[config.mk]
export PLATFORM = sky130hd
export DESIGN_NAME = regfile_2r1w
export DESIGN_NICKNAME = d
export VERILOG_FILES = /design/src/rtl/regfile_pkg.sv /design/src/rtl/regfile_read_port.sv /design/src/rtl/regfile_2r1w.sv
export SDC_FILE = /design/constraint.sdc
export NUM_CORES = 2
export LEC_CHECK = 0
export CAP_MARGIN = 20
export CORE_MARGIN = 10
export CORE_UTILIZATION = 40
export CTS_CLUSTER_SIZE = 12
export DETAILED_ROUTE_END_ITERATION = 6
export PLACE_DENSITY = 0.56
export SLEW_MARGIN = 20
export SYNTH_ARGS = -nofsm -noshare
export SYNTH_HDL_FRONTEND = slang
export SYNTH_SLANG_ARGS = --single-unit
export TNS_END_PERCENT = 1
[constraint.sdc]
create_clock -name clk -period 2.89 [get_ports clk]
set_clock_uncertainty 0.15 [all_clocks]
set_input_delay 0.4335 -clock clk [delete_from_list [all_inputs] [get_ports clk]]
set_output_delay 0.4335 -clock clk [all_outputs]
set_load 0.005 [all_outputs]
[src/rtl/regfile_pkg.sv]
// Shared definitions for the regfile_2r1w register file.
//   - state_e               : clear-sequencer states (IDLE, CLEAR)
//   - REGFILE_WIDTH_DEF     : default entry width in bits
//   - REGFILE_DEPTH_DEF     : default number of entries
//   - addr_in_range()       : true when an address selects a real entry
// Optional feature macro used by the design: REGFILE_BYPASS_EN.
package regfile_pkg;

  typedef enum logic {
    IDLE  = 1'b0,
    CLEAR = 1'b1
  } state_e;

  localparam int REGFILE_WIDTH_DEF = 32;
  localparam int REGFILE_DEPTH_DEF = 32;

  // The address is zero-extended to 32 bits by the caller, so this works
  // for any ADDR_W, including non-power-of-two depths.
  function automatic logic addr_in_range(input int unsigned addr,
                                         input int unsigned depth);
    return addr < depth;
  endfunction

endpackage

[src/rtl/regfile_read_port.sv]
// One registered read port of regfile_2r1w.
//   clk, reset    : clock, synchronous active-high reset
//   rEnable_i     : read request this cycle
//   rAddr_i       : read address (may exceed DEPTH-1; such reads return 0)
//   mem_i         : storage array contents (pre-edge values)
//   rData_o       : registered read data, holds while no read is issued
//   rValid_o      : one-cycle pulse when rData_o was updated
// With REGFILE_BYPASS_EN defined, extra inputs describe the write accepted
// and the entry being cleared on the same edge, so the port can forward
// the post-edge value instead of the stale array contents.
module regfile_read_port
  import regfile_pkg::*;
#(
  parameter int WIDTH  = REGFILE_WIDTH_DEF,
  parameter int DEPTH  = REGFILE_DEPTH_DEF,
  parameter int ADDR_W = $clog2(DEPTH)
) (
  input  logic              clk,
  input  logic              reset,
  input  logic              rEnable_i,
  input  logic [ADDR_W-1:0] rAddr_i,
  input  logic [WIDTH-1:0]  mem_i [DEPTH],
`ifdef REGFILE_BYPASS_EN
  input  logic              wrAccept_i,
  input  logic [ADDR_W-1:0] wrAddr_i,
  input  logic [WIDTH-1:0]  wrData_i,
  input  logic              clrActive_i,
  input  logic [ADDR_W-1:0] clrAddr_i,
`endif
  output logic [WIDTH-1:0]  rData_o,
  output logic              rValid_o
);

  logic             in_range;
  logic [WIDTH-1:0] rData_d;
  logic [WIDTH-1:0] rData_q;
  logic             rValid_q;

  always_comb begin
    in_range = addr_in_range(32'(rAddr_i), 32'(DEPTH));
    rData_d  = '0;
    if (in_range) begin
      rData_d = mem_i[rAddr_i];
`ifdef REGFILE_BYPASS_EN
      // A clear and an accepted write never coincide (writes are blocked
      // while clearing), so the priority order here is immaterial.
      if (clrActive_i && (clrAddr_i == rAddr_i)) begin
        rData_d = '0;
      end else if (wrAccept_i && (wrAddr_i == rAddr_i)) begin
        rData_d = wrData_i;
      end
`endif
    end
  end

  always_ff @(posedge clk) begin
    if (reset) begin
      rData_q  <= '0;
      rValid_q <= 1'b0;
    end else begin
      rValid_q <= rEnable_i;
      if (rEnable_i) begin
        rData_q <= rData_d;
      end
    end
  end

  assign rData_o  = rData_q;
  assign rValid_o = rValid_q;

endmodule

[src/rtl/regfile_2r1w.sv]
// regfile_2r1w: DEPTH x WIDTH register file, one write port, two
// independent registered read ports, and a clear sequencer that zeroes
// one entry per cycle.
//   clk, reset           : clock, synchronous active-high reset (zeroes all)
//   wEnable/wAddr/wData  : write request; dropped while clearing or if
//                          wAddr >= DEPTH
//   wReady               : high when a write would be accepted
//   rEnableX/rAddrX      : read request for port X (A or B)
//   rDataX/rValidX       : registered read data / one-cycle valid pulse
//   clrReq               : start a full-array clear (ignored while clearing)
//   clrBusy              : clear in progress, high for exactly DEPTH cycles
// Optional macro REGFILE_BYPASS_EN: reads colliding with a same-edge write
// return the new data, and reads of the entry being cleared return 0.
module regfile_2r1w
  import regfile_pkg::*;
#(
  parameter int WIDTH    = REGFILE_WIDTH_DEF,
  parameter int DEPTH    = REGFILE_DEPTH_DEF,
  localparam int ADDR_W  = $clog2(DEPTH)
) (
  input  logic              clk,
  input  logic              reset,
  input  logic              wEnable,
  input  logic [ADDR_W-1:0] wAddr,
  input  logic [WIDTH-1:0]  wData,
  output logic              wReady,
  input  logic              rEnableA,
  input  logic [ADDR_W-1:0] rAddrA,
  output logic [WIDTH-1:0]  rDataA,
  output logic              rValidA,
  input  logic              rEnableB,
  input  logic [ADDR_W-1:0] rAddrB,
  output logic [WIDTH-1:0]  rDataB,
  output logic              rValidB,
  input  logic              clrReq,
  output logic              clrBusy
);

  localparam logic [ADDR_W-1:0] LAST_IDX = ADDR_W'(DEPTH - 1);

  state_e            state_q, state_d;
  logic [ADDR_W-1:0] cnt_q, cnt_d;
  logic [WIDTH-1:0]  mem_q [DEPTH];
  logic              wr_accept;

  // Clear sequencer: next state
  always_comb begin
    state_d = state_q;
    cnt_d   = cnt_q;
    unique case (state_q)
      IDLE: begin
        if (clrReq) begin
          state_d = CLEAR;
          cnt_d   = '0;
        end
      end
      CLEAR: begin
        if (cnt_q == LAST_IDX) begin
          state_d = IDLE;
          cnt_d   = '0;
        end else begin
          cnt_d = cnt_q + ADDR_W'(1);
        end
      end
      default: begin
        state_d = IDLE;
        cnt_d   = '0;
      end
    endcase
  end

  always_ff @(posedge clk) begin
    if (reset) begin
      state_q <= IDLE;
      cnt_q   <= '0;
    end else begin
      state_q <= state_d;
      cnt_q   <= cnt_d;
    end
  end

  assign clrBusy   = (state_q == CLEAR);
  assign wReady    = !clrBusy;
  assign wr_accept = wEnable && wReady && addr_in_range(32'(wAddr), 32'(DEPTH));

  // Storage: reset zeroes everything, otherwise either the sequencer
  // clears one entry or an accepted write lands (never both).
  always_ff @(posedge clk) begin
    if (reset) begin
      for (int i = 0; i < DEPTH; i++) begin
        mem_q[i] <= '0;
      end
    end else if (clrBusy) begin
      mem_q[cnt_q] <= '0;
    end else if (wr_accept) begin
      mem_q[wAddr] <= wData;
    end
  end

  regfile_read_port #(
    .WIDTH  (WIDTH),
    .DEPTH  (DEPTH),
    .ADDR_W (ADDR_W)
  ) u_port_a (
    .clk         (clk),
    .reset       (reset),
    .rEnable_i   (rEnableA),
    .rAddr_i     (rAddrA),
    .mem_i       (mem_q),
`ifdef REGFILE_BYPASS_EN
    .wrAccept_i  (wr_accept),
    .wrAddr_i    (wAddr),
    .wrData_i    (wData),
    .clrActive_i (clrBusy),
    .clrAddr_i   (cnt_q),
`endif
    .rData_o     (rDataA),
    .rValid_o    (rValidA)
  );

  regfile_read_port #(
    .WIDTH  (WIDTH),
    .DEPTH  (DEPTH),
    .ADDR_W (ADDR_W)
  ) u_port_b (
    .clk         (clk),
    .reset       (reset),
    .rEnable_i   (rEnableB),
    .rAddr_i     (rAddrB),
    .mem_i       (mem_q),
`ifdef REGFILE_BYPASS_EN
    .wrAccept_i  (wr_accept),
    .wrAddr_i    (wAddr),
    .wrData_i    (wData),
    .clrActive_i (clrBusy),
    .clrAddr_i   (cnt_q),
`endif
    .rData_o     (rDataB),
    .rValid_o    (rValidB)
  );

endmodule
# ---- After elaboration in Yosys (flattened, before gate mapping)
# Cells that the tools add are included.
dict set report classes {
  n_bitwise 7
  n_lt_le_gt_ge 6
  addsub 1
  n_eq_ne 2
  muxes 19
  reduce_logical 5
}
# operator count
set ops {}
lappend ops {{2-to-1 mux 1024 bit} 2}
lappend ops {{AND 1024 bit} 1}
lappend ops {{bitwise mux 1024 bit} 1}
lappend ops {{NOT 1024 bit} 1}
lappend ops {{binary-select mux 32 bit (select 5 bit)} 2}
lappend ops {{demux 32 bit (select 5 bit)} 2}
lappend ops {{2-to-1 mux 32 bit} 6}
lappend ops {{>= comparator 6 bit (second input constant)} 4}
lappend ops {{NOT 5 -> 6 bit} 4}
lappend ops {{less-than comparator 6 x 1 -> 1 bit (second input constant)} 2}
lappend ops {{2-to-1 mux 5 bit} 2}
lappend ops {{one-hot mux 5 bit (2 select lines)} 1}
lappend ops {{adder 5 x 1 -> 5 bit (second input constant)} 1}
lappend ops {{equality test 5 bit (second input constant)} 1}
lappend ops {{logical AND 1 bit} 3}
lappend ops {{2-to-1 mux 1 bit} 2}
lappend ops {{!= test 2 bit (second input constant)} 1}
lappend ops {{one-hot mux 1 bit (2 select lines)} 1}
lappend ops {{nonzero test 2 bit} 1}
lappend ops {{logical NOT 1 bit} 1}
lappend ops {{NOT 1 bit} 1}
dict set report word_totals {
  wordCells 78
  inputBits 53
  regBits 1096
}

# ---- Longest topological paths before layout
dict set report depth {
  depth_word 8
  mapped_depth 8
  ltp_nobuf 7
}

# ---- Modules after synthesis
# From an unflattened synthesis, not the netlist that was laid out.
dict set report unflattened {
  cells_unflattened 6012
  hier_area_um2 56107.6
}
# mod cells_per_inst n_inst area_per_inst_um2
set modules_own_cells {}
lappend modules_own_cells {regfile_2r1w 3670 1 36313.6}
lappend modules_own_cells {regfile_read_port 1171 2 9897.0}

# ---- Least setup slack after synthesis
# No wires, ideal clock.
dict set report synth_timing {
  path_type {input to register}
  startpoint {input rAddrB[0]}
  endpoint {register u_port_b.rData_q[28] (netlist: u_port_b.rData_o[28])}
  path_buffers 3
  setup_ps 81
  stages 8
  t_arrival_ps 1955
  t_required_ps 2659
  slack_ps 704
  path_cell_list {buf_4 > buf_8 > buf_6 > mux2i_1 > a22oi_1 > a21oi_1 > or4_1 > a211oi_2}
}
dict set report synth_between {
  elab_chain_cells 4
}
# element line_no
set synth_rtl {}
lappend synth_rtl {{start, declared} regfile_2r1w.sv:32} ;# input logic [ADDR_W-1:0] rAddrB,
lappend synth_rtl {{NOT 5 -> 6 bit (implied by the code)} regfile_read_port.sv:43} ;# rData_d = mem_i[rAddr_i];
lappend synth_rtl {{binary-select mux 32 bit (select 5 bit)} regfile_read_port.sv:43}
lappend synth_rtl {{2-to-1 mux 32 bit (implied by the code) (2 in series)} regfile_read_port.sv:43}
lappend synth_rtl {{end signal, assigned} regfile_read_port.sv:63} ;# rData_q <= rData_d;
lappend synth_rtl {{end, declared} regfile_read_port.sv:36} ;# logic [WIDTH-1:0] rData_q;
# No other way between the ends. The select of a mux whose other input is x is not followed.
# A chain may end at the register's enable or synchronous reset.

# ---- Worst setup path after layout
dict set report layout_timing {
  startpoint {register u_port_b.rData_q[18] (netlist: u_port_b.rData_o[18])}
  endpoint {output rDataB[18]}
}
# element line_no
set layout_rtl {}
lappend layout_rtl {{end, declared} regfile_2r1w.sv:33} ;# output logic [WIDTH-1:0] rDataB,
# No word-level cell between the ends.

==> reports/results.ini <==
[routing]
drt_wl_total_um = 241400
drt_first_pass_iters = 7
vias = 51630
wl_per_cell_um = 30.83
drtAntennaViolNets = 0
remaining_drc_errors = 3
first_iter_violations = 6904
via_per_inst = 6.596

[pwr]
peakVddDrop_uv = 490.4
power_mw = 35.25
power.density_nw_per_um2 = 543.1
p_leak_nw = 24.80

[die]
row_count = 135
core_um2 = 135100
dieWidth_um = 388.4
io_pins = 121
start_util_pct = 40.18
die_area_um2 = 150900
die_h_um = 388.4

[critical_path]
critPathMaxFanout = 2
path_class = reg2out
critPathBufInv = 1
arrival_ns = 1.97
cp-start-kind = register
cp_slowest_stage_delay_ns = 0.61
cp.required_ns = 2.31
setup.worst_path.end_class = output pin
slowest_stage = dfxtp_1
cp_cell_sequence = clkdlybuf4s50_1
crit_family = flip-flops

[synthesis]
synthSimpleGateAreaFrac_pct = 9.278
synthTopCellsByArea = dfxtp_1 (40%), a22oi_1 (21%), mux2i_1 (19%)
synth_edf_count = 0
synth_compound_area_share_pct = 25.40
async_reset_ff_share_pct = 0
syn_inst = 5952
syn_nets = 6011
ys_ff_latch = 1096
yosys.area_share.xor_xnor_pct = 0
syn_area_per_cell_um2 = 9.122
synth.most_common_cell = a22oi_1
synth_fa_ha_area_share_pct = 0.1383
yosysSeqAreaShare_pct = 40.41
synth_ff_type = dfxtp_1
synth_top_family_by_area = compound AO/OA/AOI/OAI gates
syn-cell-area_um2 = 54300
muxShareOfSynthArea_pct = 18.88
synth.distinct_cells = 39
yosys.area.top_type = dfxtp_1
yosys_warnings = 0
synth_commonest_cells = a22oi_1 (1536), nor2_1 (1130), dfxtp_1 (1096), mux2i_1 (1024), clkbuf_1 (547)
synth_top_area_share_pct = 40.41

[finish]
area_growth_pct = 19.53
fin_nets = 6013
drive_gt1_share_pct = 12.77
fin_area_um2 = 64900
layoutNonFillerInstCount = 7828

[status]
outcome = complete, but fails checks
violations = design-rule violations

[global_route]
grt_pass1_wl_um = 344900
grt-ovfl-total = 0
grt_pass1_vias = 48148
grt_util_all_layers_pct = 30.15
antenna_found_initial = 8
grt_max_degree = 104

[clocking]
clk_pin_slew_ns = 0.06
cts.path.max_buffers = 3
root_buffer = clkbuf_16
clkLatencyLatePin_ns = 0.76
clock-sinks = 1096
cts_tree = built
numCtsBuffers = 119
cts_resized = 0
h-tree-depth = 3

[placed_design]
place.gp.congestion = 0.8935
post-dp-hpwl_um = 153300
dp.cells = 7612
io_buffers = 120
dpl-instance-area_um2 = 60950

[timing]
worstMarginPinSlew_ns = 1.088
finalHoldViolCount = 0
finalMaxSlewViolations = 0
rsz0062_at_grt = no
setup_viol = 0
setup_tns_ns = 0
period_share_pct = 88.52
min_period_ns = 2.558
slew_headroom_pct = 27.28
holdWs_ns = 0.1194
achievable-frequency_mhz = 390.9

[worst_hold_path]
hold_path.class = in2reg

[job]
cap_violations = 0

[cell usage in the layout (no fill, tap or decap), drive strengths merged, types with 2 or more instances in the layout]
cell type      instances
nor3b                  4
or4                   64
mux2i               1024
a211oi                65
dfxtp               1096
a21oi                292
and3b                  2
nand2                  4
and2                   6
dlygate4sd3            2
nand2b                 5
or2                    2
or3b                   4
a22oi               1536
buf                  450
nor2b                  6
clkinvlp               3
clkinv                21
and3                   2
bufinv                10
clkbuf               173
ha                     6
nand3b                 3
nor2                1130
o21ai                  2
inv                    9
clkdlybuf4s50        115
nand4bb                2
[metrics by stage]
stage	setup slack (ns)	util, %
finish	0.3318	48.03
CTS	0.3557	48.03
detailed placement	-0.2361	45.10
global placement	-0.1820	45.10
floorplan	0.7035	-
global route	0.3103	48.03
[cell families (layout without fill, tap and decap cells)]
family | Yosys count | in the layout
AOI/OAI and AO/OA | 1897 | 1897
and+or+nand+nor | 1240 | 1240
DFF | 1096 | 1096
muxes | 1024 | 1024
buffers and inverters | 689 | 783
adders and majority gates | 6 | 6
other | 0 | 1
[sequential cells by signal (all words and copies together), names as in the netlist]
signal	cells
u_port_b.rValid_o	1
mem_q	1024
cnt_q	5
u_port_a.rValid_o	1
u_port_b.rData_o	32
u_port_a.rData_o	32
clrBusy	1
[layout make-up]
class,instances,area [µm²]
sequential,1096,21940
clock inverter,40,518.0
fill,12690,70230
inverter,3,11.26
clock buffer,173,3411
tap,1781,2228
timing repair buffer,567,6962
antenna,1,2.502
multi-input combinational,4167,29820
[worst paths after layout]
path / from / end / slack (ns) / cells after the start
max: u_port_b.rData_o[18] / rDataB[18] / 0.33 / 1
min: rEnableA / u_port_a.rData_o[31] / 0.12 / 3
max reg2reg: cnt_q[4] / mem_q[833] / 0.36 / 6
min reg2reg: mem_q[743] / mem_q[743] / 0.37 / 2
[routing by layer]
metal	vias up	share of wire, %	wire length, µm	track usage (%)
met5	-	0.017	42	0.1594
met1	25558	42	102200	42.18
li1	22165	-	-	-
met3	610	11	26480	6.062
met2	3291	42	102200	45.04
met4	6	4.3	10460	12.09
[where the power goes]
part           total [mW]  switching (mW)  internal, mW
logic                4.06            2.51          1.55
registers            15.4           0.179          15.3
clock network        15.7            6.71          9.04
total                35.2            9.40          25.9
[what timing repair did]
item	in CTS	in global routing
endpoints found under the hold margin	47	0
buffers inserted	0	0
hold buffers	2	0
Note: power is estimated with default switching activity, not from simulation.
